**src/rtl/lane_pkg.sv**
```systemverilog
// Shared constants and encodings for the Hough lane-detection candidate queue path.
package lane_pkg;

    localparam int MSB_R_DEF   = 11;
    localparam int MSB_PHI_DEF = 7;
    localparam int DEPTH_DEF   = 8;
    localparam int MSB_OCC_DEF = 3;

    typedef enum logic {
        RUN   = 1'b0,
        FLUSH = 1'b1
    } state_e;

    // Requester index doubles as the bit position in the arbiter req/grant vectors.
    typedef enum logic [1:0] {
        REQ_A = 2'd0,
        REQ_B = 2'd1,
        REQ_P = 2'd2
    } req_e;

endpackage

```
**src/rtl/queue_sched_if.sv**
```systemverilog
// Producer, consumer and queue-port signals of the candidate-queue scheduler.
interface queue_sched_if
    import lane_pkg::*;
#(
    parameter int MSB_R   = MSB_R_DEF,
    parameter int MSB_PHI = MSB_PHI_DEF
);
    logic               a_valid;
    logic [MSB_R:0]     a_r;
    logic [MSB_PHI:0]   a_phi;
    logic               a_ready;
    logic               b_valid;
    logic [MSB_R:0]     b_r;
    logic [MSB_PHI:0]   b_phi;
    logic               b_ready;
    logic               out_valid;
    logic [MSB_R:0]     out_r;
    logic [MSB_PHI:0]   out_phi;
    logic               out_ready;
    logic               q_en;
    logic               q_rw;
    logic [MSB_R:0]     q_r_in;
    logic [MSB_PHI:0]   q_phi_in;
    logic [MSB_R:0]     q_r_out;
    logic [MSB_PHI:0]   q_phi_out;
    logic               q_empty;

    modport master (
        input  a_valid, a_r, a_phi, b_valid, b_r, b_phi, out_ready,
        input  q_r_out, q_phi_out, q_empty,
        output a_ready, b_ready, out_valid, out_r, out_phi,
        output q_en, q_rw, q_r_in, q_phi_in
    );

    modport slave (
        output a_valid, a_r, a_phi, b_valid, b_r, b_phi, out_ready,
        output q_r_out, q_phi_out, q_empty,
        input  a_ready, b_ready, out_valid, out_r, out_phi,
        input  q_en, q_rw, q_r_in, q_phi_in
    );

endinterface

```
**src/rtl/rr_arb3.sv**
```systemverilog
// Three-way round-robin arbiter; priority starts just after the last granted requester.
module rr_arb3
    import lane_pkg::*;
(
    input  logic       clk,
    input  logic       reset,
    input  logic       clear,
    input  logic [2:0] req,
    output logic [2:0] grant
);

    req_e rr_q;
    req_e rr_d;

    always_comb begin
        grant = '0;
        case (rr_q)
            REQ_P: begin
                if      (req[0]) grant[0] = 1'b1;
                else if (req[1]) grant[1] = 1'b1;
                else if (req[2]) grant[2] = 1'b1;
            end
            REQ_A: begin
                if      (req[1]) grant[1] = 1'b1;
                else if (req[2]) grant[2] = 1'b1;
                else if (req[0]) grant[0] = 1'b1;
            end
            default: begin
                if      (req[2]) grant[2] = 1'b1;
                else if (req[0]) grant[0] = 1'b1;
                else if (req[1]) grant[1] = 1'b1;
            end
        endcase
    end

    always_comb begin
        rr_d = rr_q;
        if (clear)         rr_d = REQ_P;
        else if (grant[0]) rr_d = REQ_A;
        else if (grant[1]) rr_d = REQ_B;
        else if (grant[2]) rr_d = REQ_P;
    end

    always_ff @(posedge clk) begin
        if (reset) rr_q <= REQ_P;
        else       rr_q <= rr_d;
    end

endmodule

```
**src/rtl/queue_sched.sv**
```systemverilog
// Shares the single push/pop port of the 8-deep (r, phi) queue between two
// producers and the lane selector, with occupancy tracking and frame flush.
module queue_sched
    import lane_pkg::*;
#(
    parameter int MSB_R   = MSB_R_DEF,
    parameter int MSB_PHI = MSB_PHI_DEF,
    parameter int DEPTH   = DEPTH_DEF,
    parameter int MSB_OCC = MSB_OCC_DEF
)(
    input  logic               clk,
    input  logic               reset,
    queue_sched_if.master      bus,
    input  logic               flush,
    output logic               flush_done,
    output logic [MSB_OCC:0]   occ,
    output logic               err
);

    localparam logic [MSB_OCC:0] OCC_FULL = (MSB_OCC + 1)'(DEPTH);

    state_e             state_q, state_d;
    logic [MSB_OCC:0]   occ_q, occ_d;
    logic               out_valid_q, out_valid_d;
    logic [MSB_R:0]     out_r_q, out_r_d;
    logic [MSB_PHI:0]   out_phi_q, out_phi_d;
    logic               err_q, err_d;

    logic [2:0] req;
    logic [2:0] grant;
    logic       occ_full, occ_empty;
    logic       push, pop, flush_pop;

    assign occ_full  = (occ_q == OCC_FULL);
    assign occ_empty = (occ_q == '0);

    // Requests are only raised in RUN and never during reset, which also keeps
    // the grant-derived readies and q_en low while reset is asserted.
    always_comb begin
        req = '0;
        if (!reset && state_q == RUN) begin
            req[REQ_A] = bus.a_valid & ~occ_full;
            req[REQ_B] = bus.b_valid & ~occ_full;
            req[REQ_P] = ~occ_empty & (~out_valid_q | bus.out_ready);
        end
    end

    rr_arb3 u_arb (
        .clk   (clk),
        .reset (reset),
        .clear (flush_done),
        .req   (req),
        .grant (grant)
    );

    always_comb begin
        state_d     = state_q;
        occ_d       = occ_q;
        out_valid_d = out_valid_q;
        out_r_d     = out_r_q;
        out_phi_d   = out_phi_q;
        err_d       = err_q | (bus.q_empty != occ_empty);

        flush_pop  = !reset && state_q == FLUSH && !occ_empty;
        flush_done = !reset && state_q == FLUSH && occ_empty;
        push       = grant[REQ_A] | grant[REQ_B];
        pop        = grant[REQ_P] | flush_pop;

        bus.a_ready  = grant[REQ_A];
        bus.b_ready  = grant[REQ_B];
        bus.q_en     = push | pop;
        bus.q_rw     = push;
        bus.q_r_in   = '0;
        bus.q_phi_in = '0;
        if (grant[REQ_A]) begin
            bus.q_r_in   = bus.a_r;
            bus.q_phi_in = bus.a_phi;
        end else if (grant[REQ_B]) begin
            bus.q_r_in   = bus.b_r;
            bus.q_phi_in = bus.b_phi;
        end

        if (push)     occ_d = occ_q + 1'b1;
        else if (pop) occ_d = occ_q - 1'b1;

        // A pop refills the output register even while the current entry is taken.
        if (grant[REQ_P]) begin
            out_valid_d = 1'b1;
            out_r_d     = bus.q_r_out;
            out_phi_d   = bus.q_phi_out;
        end else if (bus.out_ready) begin
            out_valid_d = 1'b0;
        end

        case (state_q)
            RUN: begin
                if (flush) begin
                    state_d     = FLUSH;
                    out_valid_d = 1'b0;
                end
            end
            default: begin
                out_valid_d = 1'b0;
                if (occ_empty) state_d = RUN;
            end
        endcase
    end

    always_ff @(posedge clk) begin
        if (reset) begin
            state_q     <= RUN;
            occ_q       <= '0;
            out_valid_q <= 1'b0;
            out_r_q     <= '0;
            out_phi_q   <= '0;
            err_q       <= 1'b0;
        end else begin
            state_q     <= state_d;
            occ_q       <= occ_d;
            out_valid_q <= out_valid_d;
            out_r_q     <= out_r_d;
            out_phi_q   <= out_phi_d;
            err_q       <= err_d;
        end
    end

    assign bus.out_valid = out_valid_q;
    assign bus.out_r     = out_r_q;
    assign bus.out_phi   = out_phi_q;
    assign occ           = occ_q;
    assign err           = err_q;

endmodule

```
**src/flat_wrapper.sv**
```systemverilog
// flat-port wrapper written by rule: the top's interface ports become plain ports
module queue_sched_flat import lane_pkg::*;
#(
    parameter int MSB_R   = MSB_R_DEF,
    parameter int MSB_PHI = MSB_PHI_DEF,
    parameter int DEPTH   = DEPTH_DEF,
    parameter int MSB_OCC = MSB_OCC_DEF
)
  (clk, reset, flush, flush_done, occ, err, bus_a_valid, bus_a_r, bus_a_phi, bus_b_valid, bus_b_r, bus_b_phi, bus_out_ready, bus_q_r_out, bus_q_phi_out, bus_q_empty, bus_a_ready, bus_b_ready, bus_out_valid, bus_out_r, bus_out_phi, bus_q_en, bus_q_rw, bus_q_r_in, bus_q_phi_in);
  queue_sched_if #(.MSB_R(MSB_R), .MSB_PHI(MSB_PHI)) bus_i ();
  input  logic clk;
  input  logic reset;
  input  logic flush;
  output logic flush_done;
  output logic [MSB_OCC:0] occ;
  output logic err;
  input wire logic [$bits(bus_i.a_valid)-1:0] bus_a_valid;
  input wire logic [$bits(bus_i.a_r)-1:0] bus_a_r;
  input wire logic [$bits(bus_i.a_phi)-1:0] bus_a_phi;
  input wire logic [$bits(bus_i.b_valid)-1:0] bus_b_valid;
  input wire logic [$bits(bus_i.b_r)-1:0] bus_b_r;
  input wire logic [$bits(bus_i.b_phi)-1:0] bus_b_phi;
  input wire logic [$bits(bus_i.out_ready)-1:0] bus_out_ready;
  input wire logic [$bits(bus_i.q_r_out)-1:0] bus_q_r_out;
  input wire logic [$bits(bus_i.q_phi_out)-1:0] bus_q_phi_out;
  input wire logic [$bits(bus_i.q_empty)-1:0] bus_q_empty;
  output wire logic [$bits(bus_i.a_ready)-1:0] bus_a_ready;
  output wire logic [$bits(bus_i.b_ready)-1:0] bus_b_ready;
  output wire logic [$bits(bus_i.out_valid)-1:0] bus_out_valid;
  output wire logic [$bits(bus_i.out_r)-1:0] bus_out_r;
  output wire logic [$bits(bus_i.out_phi)-1:0] bus_out_phi;
  output wire logic [$bits(bus_i.q_en)-1:0] bus_q_en;
  output wire logic [$bits(bus_i.q_rw)-1:0] bus_q_rw;
  output wire logic [$bits(bus_i.q_r_in)-1:0] bus_q_r_in;
  output wire logic [$bits(bus_i.q_phi_in)-1:0] bus_q_phi_in;
  assign bus_i.a_valid = bus_a_valid;
  assign bus_i.a_r = bus_a_r;
  assign bus_i.a_phi = bus_a_phi;
  assign bus_i.b_valid = bus_b_valid;
  assign bus_i.b_r = bus_b_r;
  assign bus_i.b_phi = bus_b_phi;
  assign bus_i.out_ready = bus_out_ready;
  assign bus_i.q_r_out = bus_q_r_out;
  assign bus_i.q_phi_out = bus_q_phi_out;
  assign bus_i.q_empty = bus_q_empty;
  assign bus_a_ready = bus_i.a_ready;
  assign bus_b_ready = bus_i.b_ready;
  assign bus_out_valid = bus_i.out_valid;
  assign bus_out_r = bus_i.out_r;
  assign bus_out_phi = bus_i.out_phi;
  assign bus_q_en = bus_i.q_en;
  assign bus_q_rw = bus_i.q_rw;
  assign bus_q_r_in = bus_i.q_r_in;
  assign bus_q_phi_in = bus_i.q_phi_in;
  queue_sched #(.MSB_R(MSB_R), .MSB_PHI(MSB_PHI), .DEPTH(DEPTH), .MSB_OCC(MSB_OCC)) u_core (.clk(clk), .reset(reset), .bus(bus_i), .flush(flush), .flush_done(flush_done), .occ(occ), .err(err));
endmodule
```
**config.mk**
```make
export PLATFORM = sky130hd
export DESIGN_NAME = queue_sched_flat
export DESIGN_NICKNAME = d
export VERILOG_FILES = /design/src/rtl/lane_pkg.sv /design/src/rtl/queue_sched_if.sv /design/src/rtl/rr_arb3.sv /design/src/rtl/queue_sched.sv /design/src/flat_wrapper.sv
export SDC_FILE = /design/constraint.sdc
export NUM_CORES = 1
export LEC_CHECK = 0
export CAP_MARGIN = 25
export CORE_MARGIN = 5
export CORE_UTILIZATION = 33
export CTS_CLUSTER_SIZE = 24
export DETAILED_ROUTE_END_ITERATION = 10
export GPL_TIMING_DRIVEN = 0
export PLACE_DENSITY_LB_ADDON = 0.1
export SETUP_SLACK_MARGIN = 0.2
export SLEW_MARGIN = 20
export SYNTH_ARGS = -nofsm -noshare
export SYNTH_HDL_FRONTEND = slang
export SYNTH_HIERARCHICAL = 1
export SYNTH_SLANG_ARGS = --single-unit
```
**constraint.sdc**
```tcl
create_clock -name clk -period 3.77 [get_ports clk]
set_input_delay 0.754 -clock clk [delete_from_list [all_inputs] [get_ports clk]]
set_output_delay 0.754 -clock clk [all_outputs]
set_load 0.005 [all_outputs]
```
==> results of run 1 <==
[cells by family after synthesis]
group                    share of synthesized area [%]
AO/OA/AOI/OAI                                    20.02
XOR/XNOR                                         2.375
adder cells (fa/ha/maj)                         0.8480
buffers and inverters                            4.580
flip-flops                                       39.36
multiplexers                                     15.69
AND/OR/NAND/NOR                                  17.13
[per-layer routing]
metal	global-route usage, %	wire length, um	vias to the layer above
li1	-	-	840
met1	19.47	2063	780
met2	30.56	2792	52
met3	6.792	347	3
met4	3.322	22	0
met5	0	0	-
[registers in the layout, summed over array words and instances, names as in the netlist]
signal	flops
u_core/bus.out_r	12
u_core/bus.out_phi	8
u_core/occ	4
u_core/u_arb/rr_q	2
u_core/bus.out_valid	1
u_core/err	1
u_core/state_q	1
[cells in the mapped netlist, drive strengths merged (3+ instances only)]
cell type	n
a21oi	3
a22o	18
buf	6
clkbuf	6
dfxtp	29
mux2i	22
nand2	5
nand2b	4
nor2	28
nor2b	4
nor4	3
o21ai	6
xnor2	3
[cell type report]
| type | count | area [um^2] |
|---|---|---|
| clock inverters | 1 | 30.03 |
| clock buffers | 7 | 86.33 |
| multi-input cells | 116 | 909.6 |
| plain buffers | 12 | 82.58 |
| fillers | 357 | 1369 |
| repair buffers | 129 | 1220 |
| well taps | 52 | 65.06 |
| flip-flops and latches | 29 | 584.3 |
| inverters | 2 | 7.507 |
[stage by stage]
stage	area, um^2	instances	total power, W	hold slack, ns	TNS [ns]
after detailed placement	2711	328	0.001226	0.4713	-21.83
after CTS	2977	348	0.001619	0.4848	0
after global placement	2711	328	0.001217	0.4530	-23.07
final	2985	348	0.001647	0.4774	0
after global routing	2985	348	0.001765	0.5204	0
after floorplan	1475	159	0.0008280	0.4647	0
[worst register-to-register path: stages, from the launching register on]
cell and delay (ns):
dfxtp_2 0.47, nor3_4 0.09, a211oi_2 0.28, and2_4 0.21
a21oi_1 0.08, o21ai_2 0.15, inv_2 0.09, buf_4 0.16
or2_1 0.22, clkbuf_1 0.13, xnor2_1 0.15, ha_1 0.20
or4_1 0.40, a22oi_1 0.21, xnor2_1 0.15, nor2_1 0.05
[how the worst max path moves through the flow]
stage	from	endpoint	cells past startpoint
final	bus_out_ready	bus_q_r_in[3]	11
after global routing	bus_out_ready	bus_q_en	9
after CTS	bus_out_ready	bus_q_en	9
after detailed placement	reset	bus_q_r_in[6]	11
after global placement	reset	bus_q_r_in[6]	11
after floorplan	reset	u_core/occ[2]	13
[where the power goes]
part / switching, W / internal, W / total [W]
Sequential: 0.0000868 / 0.000378 / 0.000464
Clock: 0.000117 / 0.000215 / 0.000332
Combinational: 0.000342 / 0.000509 / 0.000851
[timing repair]
item                                    in CTS  in global routing
endpoints found under the setup margin      27                 21
resized for setup                           44                 41
buffers inserted                            11                  0
pin swaps                                    4                  3
hold buffers                                 0                  0
gates cloned                                 1                  0
==> summary.md, run 1 <==
| Metric | Value |
|---|---|
| Outcome | finished clean |
| Unrepaired setup endpoints after global routing | true |
| Final core occ | between 60% and 70% |
| Number of synthesized flops with an enable pin | 0 |
| First-pass DRT Iterations | 4 |
| Most frequent cells in the layout | clkdlybuf4s50_1 (95), nor2_1 (27), dfxtp_1 (26) |
| Critical-path cell list | clkdlybuf4s50_1 -> nor2b_2 -> nor4_4 -> buf_4 -> o31ai_4 -> buf_6 -> nor2b_2 -> buf_4 -> buf_12 -> a22o_1 -> dlygate4sd2_1 |
| DIE WIDTH | 76.86 um |
| P per Cell Area | ~550 nW/um^2 |
| GPL Wtd Cong | 0.8119 |
| Clock root buffer master | clkbuf_8 |
| FF-to-FF setup slack | 0.61 ns |
| Slew of the pin with the lowest slew margin | between 0.4 and 0.5 ns |
| Final Hold Viols | 0 |
| First-pass GRT wire length | 8493 um |
| Synth top area share | 39.36% |
| Max_cap viols | 0 |
| Layout cell share with drive strength beyond 1 | 19.59% |
| Maximum vdd drop | 0.3465 mV |
| Startpoint types | input pin |
| Mapped Area | 1475 um^2 |
| Reg2reg start | u_core/occ[0] |
| Post-DP HPWL | approximately 3800 um |
| Final ANT Viol Nets | 0 |
| Biggest area consumer among synthesized cells | dfxtp_1 |
| Critical path class | input pin to output port |
| Core area | around 4400 um^2 |
| Worst-case clock buffer depth | 2 |
| DRT Wirelength | 5225 um |
| Largest cells by area after synthesis | dfxtp_1 (39%), mux2i_1 (15%), a22o_1 (11%), nor2_1 (7.1%), o21ai_0 (2.0%) |
| Crit-path max FO | 8 |
| Worst Hold Class | register to register |
| Area grow syn2layout | 102.4% |
| R2R Path End | u_core/occ[2] |
| Setup Viol. Count Final | 0 |
| Skew-Pair Late Insertion Delay | 0.28 ns |
| Crit path arrival time | 2.71 ns |
| Row cnt | 24 |
| Hold EP | u_core/err |
| Htree depth | 2 |
| Vias in the first global route | ~1700 |
| Synth warn | 6 |
| Slowest Stage Delay on Critical Path | 0.41 ns |
| Routed WL per cell | 15.01 um |
| Via/cell ratio | 4.813 |
| P_leak | 1.201 nW |
| Gr ovfl total | 0 |
| Effective utilization at floorplan | 33.88% |
| Distinct cells, synth | 33 |
| Synth Flop Type | dfxtp_1 |
| Worst setup EP type | output port |
| CTS tree | built |
| Nets@finish | 363 |
| Worst path top cell family by delay | buffers and inverters |
| CTS Sinks | 29 |
| Minimum clock period | 3.465 ns |
| Fraction of registers with async set/reset | 0% |
| All-layer global routing usage | 17.25% |
| I/O pin count | 118 |
| Post-synthesis sequential element count | 29 |
| Total CTS buffers | 5 |
| Pre-CTS WS | -1.081 ns |
| Antenna violations before repair | 0 |
| WP data required | ~3.0 ns |
| # diodes | 0 |
| Fmax | 288.6 MHz |
| Worst setup margin | 0.3051 ns |
| Worst rel slew slack | 68.98% |
| Port Buffers | roughly 120 |
| Seq/Total Area, Yosys | 39.36% |
| Remaining DRCs | 0 |
| Mapped Cells | about 160 |
| Max stage delay cell, worst path | clkdlybuf4s50_1 |
| Syn_area_per_cell | 9.278 um^2 |
| 1st-iter DRT viols | 44 |
| Hold Startpoint | u_core/err |
| Clock skew | 0.004537 ns |
| Syn Nets | 227 |
| Die area | roughly 5900 um^2 |
| DIE HEIGHT | 76.86 um |
| Most common cell after layout, fill and taps aside | clkdlybuf4s50_1 |
| CP Buf/Inv Count | 6 |
| Vias post-DR | between 1500 and 2000 |
| Largest net degree at the start of global routing | 11 |
| Register clock-pin slew on the reported worst setup and hold paths | 0.06 ns |
| Final worst-path cycle share | between 90% and 100% |
| Worst r2r path cells | 15 |
| Hold depth | 2 |
| Final number of max-transition violations | 0 |
Power figures use the tool's default switching activity.
==> run 2, diff against run 1 <==
Settings changed: CORE_UTILIZATION 33 to 32, SYNTH_HIERARCHICAL 1 to not set.
==> summary.md, run 2 <==
| Metric | Value |
|---|---|
| Number of synthesized flops with an enable pin | 0 (unchanged) |
| Post-synthesis sequential element count | 29 (unchanged) |
| Fraction of registers with async set/reset | 0% (unchanged) |
| Worst Hold Class | register to register |
| Most common cell after layout, fill and taps aside | clkdlybuf4s50_1 |
| WP data required | 3.02 ns (about the same) |
| P_leak | 1.043 nW (-13%) |
| Crit-path max FO | 10 (+2) |
| All-layer global routing usage | 15.49% (-1.8 points) |
| Antenna violations before repair | 0 (unchanged) |
| Minimum clock period | 3.486 ns (+0.02105 ns) |
| Area grow syn2layout | 94.06% |
| 1st-iter DRT viols | 66 (+50%) |
| Vias post-DR | 1572 (-6.1%) |
| Worst-case clock buffer depth | 2 (unchanged) |
| Slew of the pin with the lowest slew margin | 0.5818 ns (+0.1176 ns) |
| Worst hold margin | 0.4732 ns (-0.004204 ns) |
| Worst setup EP type | output port |
| Fmax | 286.9 MHz (-0.60%) |
| Cell area after layout | 2778 um^2 (-7.0%) |
| Layout cell share with drive strength beyond 1 | 8.333% (-11 points) |
| Mapped Area | 1431 um^2 (-3.0%) |
| Outcome | finished clean |
| Biggest area consumer among synthesized cells | dfxtp_1 |
| FF-to-FF setup slack | 0.89 ns (+0.28 ns) |
| Largest cells by area after synthesis | dfxtp_1 (41%), mux2i_1 (15%), a22o_1 (12%), nor2_1 (7.3%), a21oi_1 (1.4%) |
| DIE HEIGHT | 76.88 um (about the same) |
| Startpoint types | input pin |
| Max_cap viols | 0 (unchanged) |
| Most frequent cells in the layout | clkdlybuf4s50_1 (116), dfxtp_1 (29), nor2_1 (28) |
| Worst setup path end | bus_q_r_in[0] |
| DIE WIDTH | 76.88 um (about the same) |
| Largest register FFs | 12 (unchanged) |
| Mapped Cells | 151 (-5.0%) |
| Placed cell count | 319 (-2.7%) |
| Clock skew | 0.006178 ns (+0.001641 ns) |
| Worst r2r path cells | 10 (-5) |
| DRT Wirelength | 4753 um (-9.0%) |
| Net Switching | 0.0004177 W (-23%) |
| Routed WL per cell | 14.49 um (-3.5%) |
| Register clock-pin slew on the reported worst setup and hold paths | 0.06 ns (about the same) |
| Final Hold Viols | 0 (unchanged) |
| Remaining DRCs | 0 (unchanged) |
| Syn Nets | 219 (-3.5%) |
| First-pass DRT Iterations | 4 (unchanged) |
| Setup TNS | 0 ns (unchanged) |
| Maximum vdd drop | 0.2698 mV (-22%) |
| GPL Wtd Cong | 0.8133 (+0.17%) |
| Synth warn | 0 (-6) |
| Critical path class | input pin to output port |
| Reg2reg start | u_core.occ[1] |
| Int Pwr | 0.0009132 W (-17%) |
| Clock network fraction of total power | 19.3% (-0.8 points) |
| Core area | 4354 um^2 (unchanged) |
| Effective utilization at floorplan | 32.87% (-1.0 points) |
| # diodes | 0 (unchanged) |
| I/O pin count | 118 (unchanged) |
| Total CTS buffers | 5 (unchanged) |
| Setup Viol. Count Final | 0 (unchanged) |
| Vias in the first global route | 1503 (-11%) |
| Unrepaired setup endpoints after global routing | true |
| Final cell count without fillers | 328 (-5.7%) |
| Largest net degree at the start of global routing | 11 (unchanged) |
| Pre-CTS WS | 0.01316 ns (+1.094 ns) |
| Distinct cells, synth | 36 (+9.1%) |
| Gr ovfl total | 0 (unchanged) |
| Crit path arrival time | 2.73 ns (+0.02 ns) |
| Final number of max-transition violations | 0 (unchanged) |
| CTS Sinks | 29 (unchanged) |
| Synth Flop Type | dfxtp_1 |
| Combinational power share | 48.7% (-3.0 points) |
| Htree depth | 2 (unchanged) |
| Sw frac | 31.39% (-1.7 points) |
| Clock root buffer master | clkbuf_8 |
| Hold depth | 2 (unchanged) |
| Placed cell area | 2658 um^2 (-2.0%) |
| R2R Path End | u_core.occ[2] |
| # hold bufs at CTS | 0 (unchanged) |
| Sequential fraction of design power | 32.0% (+3.8 points) |
| First-pass GRT wire length | 7583 um (-11%) |
| Top-count cell post-synth | dfxtp_1 |
| Row cnt | 24 (unchanged) |
| Skew-Pair Late Insertion Delay | 0.28 ns (about the same) |
| Syn_area_per_cell | 9.479 um^2 (+2.2%) |
| Worst setup margin | 0.2841 ns (-0.02105 ns) |
| Synth top area share | 40.56% (+1.2 points) |
| Commonest cells in the netlist | dfxtp_1 (29), nor2_1 (28), mux2i_1 (21) |
| Post-DP HPWL | 3814 um (about the same) |
| Final worst-path cycle share | 92.46% (+0.56 points) |
| CTS tree | built |
| Final ANT Viol Nets | 0 (unchanged) |
| Worst rel slew slack | 60.85% (-8.1 points) |
| Port Buffers | 116 (-0.85%) |
| Via/cell ratio | 4.793 (-0.43%) |
| P per Cell Area | 479.2 nW/um^2 (-13%) |
| Die area | 5911 um^2 (about the same) |
| Critical path launch point | bus_out_ready |
| Nets@finish | 344 (-5.2%) |
| Seq/Total Area, Yosys | 40.56% (+1.2 points) |
-- run 2: cell count changes after synthesis, sizes merged, moves of 2 or more --
cell     before  now
a211oi        2    0
nor4          3    1
o2111ai       0    2
o21ai         6    2
a31oi         0    2
a21oi         3    5
a22o         18   20
nand2b        4    2
nor2b         4    1
inv           2    4
clkbuf        6    4
nand3         0    4
and2          2    0
nand2         5    1
-- run 2: stage by stage --
| step | power [W] | util, % |
|---|---|---|
| 4_1_cts | 0.001345 | 63.28 |
| 3_5_place_dp | 0.001077 | 61.03 |
| 3_3_place_gp | 0.001074 | 61.03 |
| 2_1_floorplan | 0.0007553 | - |
| 5_1_grt | 0.001423 | 63.79 |
| 6_report | 0.001331 | 63.79 |
-- run 2: worst min-delay path by stage --
stage | startpoint | to | slack (ns)
5_1_grt | u_core.err | u_core.err | 0.50
3_5_place_dp | u_core.err | u_core.err | 0.46
4_1_cts | u_core.err | u_core.err | 0.48
2_1_floorplan | u_core.err | u_core.err | 0.46
6_report | u_core.err | u_core.err | 0.47
3_3_place_gp | u_core.err | u_core.err | 0.45
-- run 2: area by class of cell --
type	instances	area, um^2
inverters	4	15.01
well taps	52	65.06
repair buffers	118	1176
clock buffers	7	86.33
fillers	374	1577
flip-flops and latches	29	580.6
multi-input cells	109	793.3
plain buffers	9	61.31
-- run 2: timing repair --
item,4_1_cts,5_1_grt
gates cloned,0,0
resized for setup,3,7
setup endpoints to repair,20,20
setup buffers,1,1
pin swaps,1,2
-- run 2: per-layer routing --
metal  wire length, um  global-route usage [%]
met3               329                   6.323
met5                 0                       0
met1              2036                   18.67
met4                74                   4.371
met2              2313                   25.21
-- run 2: critical path: stages --
cell	delay, ns
clkdlybuf4s50_1	0.43
nand2b_2	0.22
a31oi_1	0.17
o2111a_2	0.35
buf_6	0.17
a22o_1	0.13
clkdlybuf4s50_1	0.52
-- run 2: cell families after synthesis --
logic type	count (synthesis)	share of synthesized area (%)
DFF	29	40.56
AOI/OAI and AO/OA	39	22.55
and+or+nand+nor	45	15.21
buffers and inverters	13	4.283
adders and majority gates	1	0.8740
xor gates and xnor gates	3	1.836
muxes	21	14.69
-- run 2: power groups by stage --
stage               registers [W]  logic (W)  clock network, W
global route             0.000439   0.000707          0.000277
floorplan                0.000431   0.000324                 0
global placement         0.000430   0.000644                 0
finish                   0.000426   0.000648          0.000256
detailed placement       0.000432   0.000645                 0
CTS                      0.000426   0.000652          0.000267
